<file path="config.mk">
export PLATFORM = sky130hd
export DESIGN_NAME = conv_window_loader
export DESIGN_NICKNAME = d
export VERILOG_FILES = /design/src/rtl/npu_pkg.sv /design/src/rtl/conv_window_loader_addr_gen.sv /design/src/rtl/conv_window_loader.sv
export SDC_FILE = /design/constraint.sdc
export NUM_CORES = 1
export LEC_CHECK = 0
export ABC_AREA = 1
export CAP_MARGIN = 10
export CORE_AREA = 8 8 80 152
export DETAILED_ROUTE_END_ITERATION = 16
export DIE_AREA = 0 0 88 160
export DONT_BUFFER_PORTS = 1
export GPL_TIMING_DRIVEN = 0
export PLACE_DENSITY = 0.71
export SLEW_MARGIN = 20
export SYNTH_ARGS = -nofsm -noshare
export SYNTH_HDL_FRONTEND = slang
export SYNTH_HIERARCHICAL = 1
export SYNTH_SLANG_ARGS = --single-unit
</file>
<file path="constraint.sdc">
create_clock -name i_clk -period 4 [get_ports i_clk]
set_clock_uncertainty 0.1 [all_clocks]
set_input_delay 0.8 -clock i_clk [delete_from_list [all_inputs] [get_ports i_clk]]
set_output_delay 0.8 -clock i_clk [all_outputs]
set_load 0.02 [all_outputs]
</file>
<file path="src/rtl/npu_pkg.sv">
// Shared types and constants for the convolution front end.
// CONV_WINDOW_LOADER_PAD_EN selects zero-padded ("same") window scanning.
package npu_pkg;

  typedef enum logic [2:0] {
    IDLE,
    LOAD,
    DRAIN,
    PUBLISH,
    WAIT,
    FINISH
  } state_e;

  localparam int IMG_W_DEF       = 28;
  localparam int IMG_H_DEF       = 28;
  localparam int KERNEL_SIZE_DEF = 3;
  localparam int KK_DEF          = KERNEL_SIZE_DEF * KERNEL_SIZE_DEF;

  localparam logic BANK_WIN1 = 1'b0;
  localparam logic BANK_WIN2 = 1'b1;

  localparam int POS_W = 8;

`ifdef CONV_WINDOW_LOADER_PAD_EN
  localparam bit PAD_EN = 1'b1;
`else
  localparam bit PAD_EN = 1'b0;
`endif

  // Border width around the image; zero when padding is compiled out.
  function automatic int pad_of(input int k);
    return PAD_EN ? (k - 1) / 2 : 0;
  endfunction

endpackage

</file>
<file path="src/rtl/conv_window_loader_addr_gen.sv">
// Window position / element counters and incremental BRAM address generation.
// With CONV_WINDOW_LOADER_PAD_EN the origin shifts by the border and an in-bounds flag is produced.
module conv_window_addr_gen
  import npu_pkg::*;
#(
  parameter int BRAM_ADDR_WIDTH = 10,
  parameter int IMG_W           = IMG_W_DEF,
  parameter int IMG_H           = IMG_H_DEF,
  parameter int KERNEL_SIZE     = KERNEL_SIZE_DEF,
  parameter int WIN_ADDR_WIDTH  = 4
) (
  input  logic                       clk_i,
  input  logic                       rst_ni,
  input  logic                       start_i,
  input  logic [BRAM_ADDR_WIDTH-1:0] base_i,
  input  logic                       step_i,
  input  logic                       next_win_i,
  output logic [BRAM_ADDR_WIDTH-1:0] addr_o,
  output logic [WIN_ADDR_WIDTH-1:0]  elem_o,
  output logic                       inb_o,
  output logic [POS_W-1:0]           row_o,
  output logic [POS_W-1:0]           col_o,
  output logic                       last_win_o
);

  localparam int PAD = pad_of(KERNEL_SIZE);
  localparam logic [POS_W-1:0] COL_LAST = POS_W'(IMG_W - KERNEL_SIZE + 2 * PAD);
  localparam logic [POS_W-1:0] ROW_LAST = POS_W'(IMG_H - KERNEL_SIZE + 2 * PAD);
  localparam logic [WIN_ADDR_WIDTH-1:0] C_LAST = WIN_ADDR_WIDTH'(KERNEL_SIZE - 1);
  localparam logic [BRAM_ADDR_WIDTH-1:0] W_A = BRAM_ADDR_WIDTH'(IMG_W);
  localparam logic [BRAM_ADDR_WIDTH-1:0] ORIGIN_OFF = BRAM_ADDR_WIDTH'(PAD * IMG_W + PAD);

  logic [POS_W-1:0]           row_q, col_q;
  logic [WIN_ADDR_WIDTH-1:0]  r_q, c_q, k_q;
  logic [BRAM_ADDR_WIDTH-1:0] row_start_q, win_base_q, elem_row_q;
  logic [BRAM_ADDR_WIDTH-1:0] row_start_d, win_base_d;

  // row_start tracks column 0 of the current window row; win_base the window's
  // top-left element; elem_row the start of the element row being read.
  assign row_start_d = row_start_q + W_A;
  assign win_base_d  = win_base_q + BRAM_ADDR_WIDTH'(1);

  always_ff @(posedge clk_i or negedge rst_ni) begin
    if (!rst_ni) begin
      row_q       <= '0;
      col_q       <= '0;
      r_q         <= '0;
      c_q         <= '0;
      k_q         <= '0;
      row_start_q <= '0;
      win_base_q  <= '0;
      elem_row_q  <= '0;
    end else if (start_i) begin
      row_q       <= '0;
      col_q       <= '0;
      r_q         <= '0;
      c_q         <= '0;
      k_q         <= '0;
      row_start_q <= base_i - ORIGIN_OFF;
      win_base_q  <= base_i - ORIGIN_OFF;
      elem_row_q  <= base_i - ORIGIN_OFF;
    end else if (next_win_i) begin
      r_q <= '0;
      c_q <= '0;
      k_q <= '0;
      if (col_q == COL_LAST) begin
        col_q       <= '0;
        row_q       <= row_q + POS_W'(1);
        row_start_q <= row_start_d;
        win_base_q  <= row_start_d;
        elem_row_q  <= row_start_d;
      end else begin
        col_q      <= col_q + POS_W'(1);
        win_base_q <= win_base_d;
        elem_row_q <= win_base_d;
      end
    end else if (step_i) begin
      k_q <= k_q + WIN_ADDR_WIDTH'(1);
      if (c_q == C_LAST) begin
        c_q        <= '0;
        r_q        <= r_q + WIN_ADDR_WIDTH'(1);
        elem_row_q <= elem_row_q + W_A;
      end else begin
        c_q <= c_q + WIN_ADDR_WIDTH'(1);
      end
    end
  end

  assign addr_o     = elem_row_q + BRAM_ADDR_WIDTH'(c_q);
  assign elem_o     = k_q;
  assign row_o      = row_q;
  assign col_o      = col_q;
  assign last_win_o = (row_q == ROW_LAST) && (col_q == COL_LAST);

`ifdef CONV_WINDOW_LOADER_PAD_EN
  localparam int SW = POS_W + 2;
  localparam logic signed [SW-1:0] H_S = SW'(IMG_H);
  localparam logic signed [SW-1:0] W_S = SW'(IMG_W);
  localparam logic signed [SW-1:0] P_S = SW'(PAD);

  logic signed [SW-1:0] y_s, x_s;

  assign y_s   = $signed(SW'(row_q)) + $signed(SW'(r_q)) - P_S;
  assign x_s   = $signed(SW'(col_q)) + $signed(SW'(c_q)) - P_S;
  assign inb_o = !y_s[SW-1] && (y_s < H_S) && !x_s[SW-1] && (x_s < W_S);
`else
  assign inb_o = 1'b1;
`endif

endmodule

</file>
<file path="src/rtl/conv_window_loader.sv">
// Builds KxK stride-1 windows from image BRAM into ping-pong window banks.
// Define CONV_WINDOW_LOADER_PAD_EN for zero-padded "same" scanning.
module conv_window_loader
  import npu_pkg::*;
#(
  parameter int DATA_WIDTH      = 8,
  parameter int BRAM_ADDR_WIDTH = 10,
  parameter int IMG_W           = IMG_W_DEF,
  parameter int IMG_H           = IMG_H_DEF,
  parameter int KERNEL_SIZE     = KERNEL_SIZE_DEF,
  parameter int WIN_ADDR_WIDTH  = 4
) (
  input  logic                       i_clk,
  input  logic                       i_rst,
  input  logic                       i_start,
  input  logic [BRAM_ADDR_WIDTH-1:0] i_img_base_addr,
  output logic [BRAM_ADDR_WIDTH-1:0] o_bram_rd_addr,
  input  logic [DATA_WIDTH-1:0]      i_bram_rd_data,
  output logic                       o_win1_wr_en,
  output logic                       o_win2_wr_en,
  output logic [WIN_ADDR_WIDTH-1:0]  o_win_wr_addr,
  output logic [DATA_WIDTH-1:0]      o_win_wr_data,
  output logic [1:0]                 o_win_ready,
  input  logic [1:0]                 i_win_release,
  output logic [7:0]                 o_win_row,
  output logic [7:0]                 o_win_col,
  output logic                       o_busy,
  output logic                       o_done
);

  localparam int KK = KERNEL_SIZE * KERNEL_SIZE;
  localparam logic [WIN_ADDR_WIDTH-1:0] ELEM_LAST = WIN_ADDR_WIDTH'(KK - 1);

  state_e                     state_q;
  logic                       bank_q;
  logic [1:0]                 ready_q, ready_d;
  logic                       busy_q, done_q;
  logic [POS_W-1:0]           win_row_q, win_col_q;
  logic                       wr1_q, wr2_q, inb_q;
  logic [WIN_ADDR_WIDTH-1:0]  wr_addr_q;

  logic                       ag_start, ag_step, ag_next, ag_inb, ag_last;
  logic [BRAM_ADDR_WIDTH-1:0] ag_addr;
  logic [WIN_ADDR_WIDTH-1:0]  ag_elem;
  logic [POS_W-1:0]           ag_row, ag_col;

  assign ag_start = (state_q == IDLE) && i_start;
  assign ag_step  = (state_q == LOAD);
  assign ag_next  = (state_q == PUBLISH);
  assign ready_d  = ready_q & ~i_win_release;

  conv_window_addr_gen #(
    .BRAM_ADDR_WIDTH(BRAM_ADDR_WIDTH),
    .IMG_W          (IMG_W),
    .IMG_H          (IMG_H),
    .KERNEL_SIZE    (KERNEL_SIZE),
    .WIN_ADDR_WIDTH (WIN_ADDR_WIDTH)
  ) u_addr_gen (
    .clk_i     (i_clk),
    .rst_ni    (i_rst),
    .start_i   (ag_start),
    .base_i    (i_img_base_addr),
    .step_i    (ag_step),
    .next_win_i(ag_next),
    .addr_o    (ag_addr),
    .elem_o    (ag_elem),
    .inb_o     (ag_inb),
    .row_o     (ag_row),
    .col_o     (ag_col),
    .last_win_o(ag_last)
  );

  always_ff @(posedge i_clk or negedge i_rst) begin
    if (!i_rst) begin
      state_q   <= IDLE;
      bank_q    <= BANK_WIN1;
      ready_q   <= '0;
      busy_q    <= 1'b0;
      done_q    <= 1'b0;
      win_row_q <= '0;
      win_col_q <= '0;
      wr1_q     <= 1'b0;
      wr2_q     <= 1'b0;
      wr_addr_q <= '0;
      inb_q     <= 1'b0;
    end else begin
      // BRAM has one cycle of read latency, so the write trails its address.
      wr1_q     <= (state_q == LOAD) && (bank_q == BANK_WIN1);
      wr2_q     <= (state_q == LOAD) && (bank_q == BANK_WIN2);
      wr_addr_q <= (state_q == LOAD) ? ag_elem : '0;
      inb_q     <= ag_inb;
      ready_q   <= ready_d;

      case (state_q)
        IDLE: begin
          if (i_start) begin
            done_q  <= 1'b0;
            busy_q  <= 1'b1;
            bank_q  <= BANK_WIN1;
            state_q <= LOAD;
          end
        end
        LOAD: begin
          if (ag_elem == ELEM_LAST) state_q <= DRAIN;
        end
        DRAIN: state_q <= PUBLISH;
        PUBLISH: begin
          ready_q[bank_q] <= 1'b1;
          win_row_q       <= ag_row;
          win_col_q       <= ag_col;
          bank_q          <= ~bank_q;
          if (ag_last) begin
            busy_q  <= 1'b0;
            state_q <= FINISH;
          end else if (ready_q[~bank_q]) begin
            state_q <= WAIT;
          end else begin
            state_q <= LOAD;
          end
        end
        WAIT: begin
          if (!ready_q[bank_q]) state_q <= LOAD;
        end
        FINISH: begin
          if (ready_q == 2'b00) begin
            done_q  <= 1'b1;
            state_q <= IDLE;
          end
        end
        default: state_q <= IDLE;
      endcase
    end
  end

  assign o_bram_rd_addr = (state_q == LOAD) ? ag_addr : '0;
  assign o_win1_wr_en   = wr1_q;
  assign o_win2_wr_en   = wr2_q;
  assign o_win_wr_addr  = wr_addr_q;
  // Out-of-bounds (padding) slots and idle cycles present zero.
  assign o_win_wr_data  = ((wr1_q || wr2_q) && inb_q) ? i_bram_rd_data : '0;
  assign o_win_ready    = ready_q;
  assign o_win_row      = win_row_q;
  assign o_win_col      = win_col_q;
  assign o_busy         = busy_q;
  assign o_done         = done_q;

endmodule

</file>
* After elaboration in Yosys (flattened, before gate mapping)
Cells that the tools add are included.
** Cells by class
- Order comparisons :: 3
- Equal/unequal tests :: 14
- Add/sub/neg operators :: 8
- Mux-type cells :: 47
- Reduce and logical (&&, ||, !) cells :: 21
- Bitwise logic cells :: 4
** Operators by type and width (count)
- two-way mux 10 bit :: 11
- two-way mux 8 bit :: 7
- two-way mux 4 bit :: 8
- adder 10 x 5 -> 10 bit (second input constant) :: 2
- two-way mux 3 bit :: 6
- one-hot mux 3 bit (6 select lines) :: 1
- adder 8 x 1 -> 8 bit (second input constant) :: 2
- == test 8 x 5 -> 1 bit (second input constant) :: 2
- adder 10 x 1 -> 10 bit (second input constant) :: 1
- adder 10 x 4 -> 10 bit :: 1
- two-way mux 1 bit :: 9
- adder 4 x 1 -> 4 bit (second input constant) :: 2
- nonzero test 2 bit :: 4
- == test 3 x 2 -> 1 bit (second input constant) :: 2
- == test 3 bit (second input constant) :: 2
- logical AND 1 bit :: 6
- != test 2 bit (second input constant) :: 3
- one-hot mux 1 bit (2 select lines) :: 3
- AND reduction 2 bit :: 3
- AND reduction 3 bit :: 2
- nonzero test 3 bit :: 2
- == test 4 x 2 -> 1 bit (second input constant) :: 1
- == test 4 bit (second input constant) :: 1
- < comparator 1 x 2 -> 1 bit (second input constant) :: 2
- other kinds (13) :: 14
** Word-level totals
- Output and inout port bits :: 44
- Bits in registers :: 85
- Input bits :: 23
- Word-level logic and storage cells :: 115

* Longest topological paths before layout
- Depth in word-level cells :: 6
- Depth in mapped cells :: 14
- Gate-level depth less buffers :: 13

* Modules after synthesis
The synthesis kept the hierarchy.
** Modules (own cells, without submodules)
- conv_window_addr_gen :: cells an instance 452, area an instance 3438.3 um2, instances 1
- conv_window_loader :: cells an instance 192, area an instance 1476.4 um2, instances 1

* Worst setup path after synthesis
No wires, ideal clock.
- Kind :: register to output
- Start :: register u_addr_gen.c_q[0]
- End :: output port o_bram_rd_addr[8]
- Path slack :: 1.342 ns
- Arrival :: 1.758 ns
- Buffers on the path :: 0
- Data required time :: 3.100 ns
- Cell stages (with the launch flop) :: 10
- Cell sequence :: dfrtp_1 -> ha_1 -> fa_1 -> nand3_1 -> nand3_1 -> nand2_1 -> nor3_1 -> xor2_1 -> inv_1 -> nor2_1
** On the way
- Longest elaborated chain between the ends :: 2
** RTL lines
- start: declaration :: line conv_window_loader_addr_gen.sv:34 : logic [WIN_ADDR_WIDTH-1:0] r_q, c_q, k_q;
- start signal: assignment :: line conv_window_loader_addr_gen.sv:84 : c_q <= c_q + WIN_ADDR_WIDTH'(1);
- adder 10 x 4 -> 10 bit :: line conv_window_loader_addr_gen.sv:89 : assign addr_o = elem_row_q + BRAM_ADDR_WIDTH'(c_q);
- net ag_addr[8] :: line conv_window_loader.sv:43 : logic [BRAM_ADDR_WIDTH-1:0] ag_addr;
- two-way mux 10 bit :: line conv_window_loader.sv:135 : assign o_bram_rd_addr = (state_q == LOAD) ? ag_addr : '0;
- end: declaration :: line conv_window_loader.sv:17 : output logic [BRAM_ADDR_WIDTH-1:0] o_bram_rd_addr,
The timed path passes the listed nets, and every way through them passes these cells.

* Worst setup path after layout
- Start :: register u_addr_gen.c_q[2]
- End :: output port o_bram_rd_addr[9]
The elaborated chain is that of the path after synthesis.

==> impl_results.md <==
* Status: completed
* Max_cap viols at 0
* Nets at 693
* Critical path class: reg2out
* HPWL Detailed at 9.04 mm
* Clk_lat worst skew at 0.34 ns
* Synthesized area at 0.00491 sq mm
* Most frequent cell after synthesis: nand2_1
* Ys async rst share at 100%
* Final core occ at 53.2%
* Final Hold Viols at 0
* GR Overflow Total at 0
* Slowest cell delay on critical path at 0.42 ns
* DRC at 0
* EDFF count, synth at 0
* Routed WL at 12.0 mm
* Pins Over Slew Limit at 0
* Post-synthesis sequential area ratio at 43.3%
* First-pass GRT wire length at 19.6 mm
* Vias per inst at 5.12
* Cell Rows at 52
* Yosys cell types at 38
* Critical-path top delay cell: dfrtp_1
* Mux contribution to synthesized area at 0%
* Multi-input combinational cell area at 0.00230 sq mm
* Initial antenna violation count at 0
* Critical path cell sequence: ha_1, nand3_1, nand2_1, nand2_1, a21oi_1, nand2_1, xor2_1, inv_1, nor2_1
* FF-to-FF Start: state_q[1]$_DFFE_PN0P_
* Worst Max-Slew Pin Slew at 0.586 ns
* Leakage power at 2.71 nW
* Synth area leaders: dfrtp_1 43%, nand2_1 14%, inv_1 6.3%
* Die height at 160 um
* Die width at 88 um
* CP Buf/Inv Count at 1
* Simple-gate share of the synthesized area at 30.2%
* Post-synth top area share at 43.3%
* Final Wtd Congestion at 0.926
* Final min period at 3.49 ns
* DR vias at 4072
* R2R Path End: u_addr_gen/elem_row_q[1]$_DFFE_PN0P_
* CP top delay family: simple AND/OR/NAND/NOR gates
* H-tree levels at 3
* Initial DRC Count at 216
* Max clock buf depth at 2
* RSZ-0062 raised after global routing: no
* Clock sinks at 85
* CP Max Fanout at 4
* CP Launch Type: register
* Arr. time, crit path at 2.59 ns
* PD cells at 748 mW/mm^2
* Share of cells above drive strength 1 at 9.09%
* Ports at 67
* Vias in the first global route at 4017
* Area grow syn2layout at 9.11%
* Die area at 0.0141 sq mm
* Total of fill cells in the finished design at 1009
* Routed len/inst at 15.0 um
* Synth Area in Compound Gates at 9.83%
* Post-CTS Setup Bufs at 0
* Setup TNS at 0 ns
* Yosys top cell by area: dfrtp_1
* CTS resizes at 0
* FF+latch area at 0.00213 sq mm
* Initial Util at 48.7%
* Syn. warnings at 6
* CP dominant cell by count: nand2_1
* CTS root buf: clkbuf_16
* PortBufs at 0
* Post-DRT Antenna Nets at 0
* Adder-cell area share of the yosys netlist at 3.97%
* Antenna cells at 0
* Total power at 0.00401 W
* Peak Freq at 286 MHz
* Overall Global Routing Usage at 17.8%
* Worst slew slack as a fraction of its limit at 60.6%
* Reg2Reg Setup Slack at 1.64 ns
* Primary FF master, synth: dfrtp_1
* CTS tree: done
* Core ar. at 0.0101 sq mm
* Cell count after synthesis at 644
* Largest family of logic cells by synthesized area: simple AND/OR/NAND/NOR gates
* CP required at 3.10 ns
* Post-route clock period utilization at 87.3%
* CP Capture Type: primary output
* Largest net degree at the start of global routing at 86
* Syn_area_per_cell at 7.63 sq um
* Clk slew on worst S/H paths at 0.06 ns
* R2R cell count at 9
* HP Class: in2async
* Top cells by count, synth: 183 x nand2_1, 85 x dfrtp_1, 83 x inv_1
* Xor/xnor share of the synthesized area at 2.67%
* Num CTS Buffers at 9
* Final setup vio count at 0
* Peak VDD IR at 0.325 mV
* FF+latch count, synth at 85
* Hold_buf cts at 0
* Synthesized Nets at 682
* First-pass DRT Iterations at 5
[cells by family (layout without fill, tap and decap cells)]
logic type	Yosys count	in the layout
AND/OR/NAND/NOR	342	342
flip-flops	85	85
AO/OA/AOI/OAI	79	79
other	1	1
buffers and inverters	107	123
adder cells (fa/ha/maj)	15	15
XOR/XNOR	15	15
[sequential cells by signal, summed over array words and instances, names as in the netlist, 8 cells and up]
| name | count |
|---|---|
| u_addr_gen/row_start_q | 10 |
| u_addr_gen/win_base_q | 10 |
| u_addr_gen/col_o | 8 |
| u_addr_gen/elem_row_q | 10 |
| u_addr_gen/row_o | 8 |
| o_win_col | 8 |
| o_win_row | 8 |
[area by class of cell]
type                    count  share of cell area (%)
plain buffers              14                    2.47
multi-input cells         452                    42.8
clock inverters             4                   0.420
well taps                 135                    3.15
flip-flops and latches     85                    39.7
inverters                  93                    6.70
clock buffers              12                    4.78
[worst max-delay path by stage]
stage	startpoint	to	depth (start not counted)
4_1_cts	u_addr_gen/c_q[2]$_DFFE_PN0P_	o_bram_rd_addr[9]	9
5_1_grt	u_addr_gen/c_q[2]$_DFFE_PN0P_	o_bram_rd_addr[9]	9
2_1_floorplan	u_addr_gen/c_q[0]$_DFFE_PN0P_	o_bram_rd_addr[8]	9
3_3_place_gp	u_addr_gen/c_q[2]$_DFFE_PN0P_	o_bram_rd_addr[9]	9
6_report	u_addr_gen/c_q[2]$_DFFE_PN0P_	o_bram_rd_addr[9]	9
3_5_place_dp	u_addr_gen/c_q[2]$_DFFE_PN0P_	o_bram_rd_addr[9]	9
[power by group]
group | total [W] | internal (W) | leakage [nW] | switching (W)
logic | 0.00177 | 0.000609 | 1.48 | 0.00116
registers | 0.00146 | 0.00113 | 1.09 | 0.000332
clock network | 0.000783 | 0.000451 | 0.138 | 0.000332
total | 0.00401 | 0.00219 | 2.71 | 0.00182
[placed cells by master, fill, tap and decap left out, types with 6 or more instances in the layout]
| master | n |
|---|---|
| a21oi_1 | 23 |
| xor2_1 | 13 |
| buf_6 | 6 |
| dfrtp_1 | 85 |
| nor2_2 | 8 |
| clkbuf_16 | 9 |
| nor3_1 | 8 |
| nor2_1 | 74 |
| ha_1 | 14 |
| o21ai_1 | 11 |
| o22ai_1 | 8 |
| o211ai_1 | 12 |
| nand2_1 | 183 |
| o21ai_0 | 12 |
| inv_2 | 7 |
| inv_1 | 83 |
| nand3_1 | 48 |
| nand4_1 | 7 |
[per-layer routing]
layer	share of wire (%)	track usage (%)
met5	0	0
met4	3.6	9.23
met2	54	32.2
met3	4.8	3.44
met1	38	18.2
[through the flow]
stage / hold slack, ns / setup slack (ns) / cells / cell area, sq um
after floorplan: 0.332 / 1.34 / 644 / 4910
after global placement: 0.350 / 0.819 / 779 / 5080
after detailed placement: 0.354 / 0.797 / 779 / 5080
after CTS: 0.0360 / 0.417 / 795 / 5360
after global routing: 0.0336 / 0.336 / 795 / 5360
final: 0.0505 / 0.508 / 795 / 5360
No activity file was read; power rests on OpenSTA's default activity.
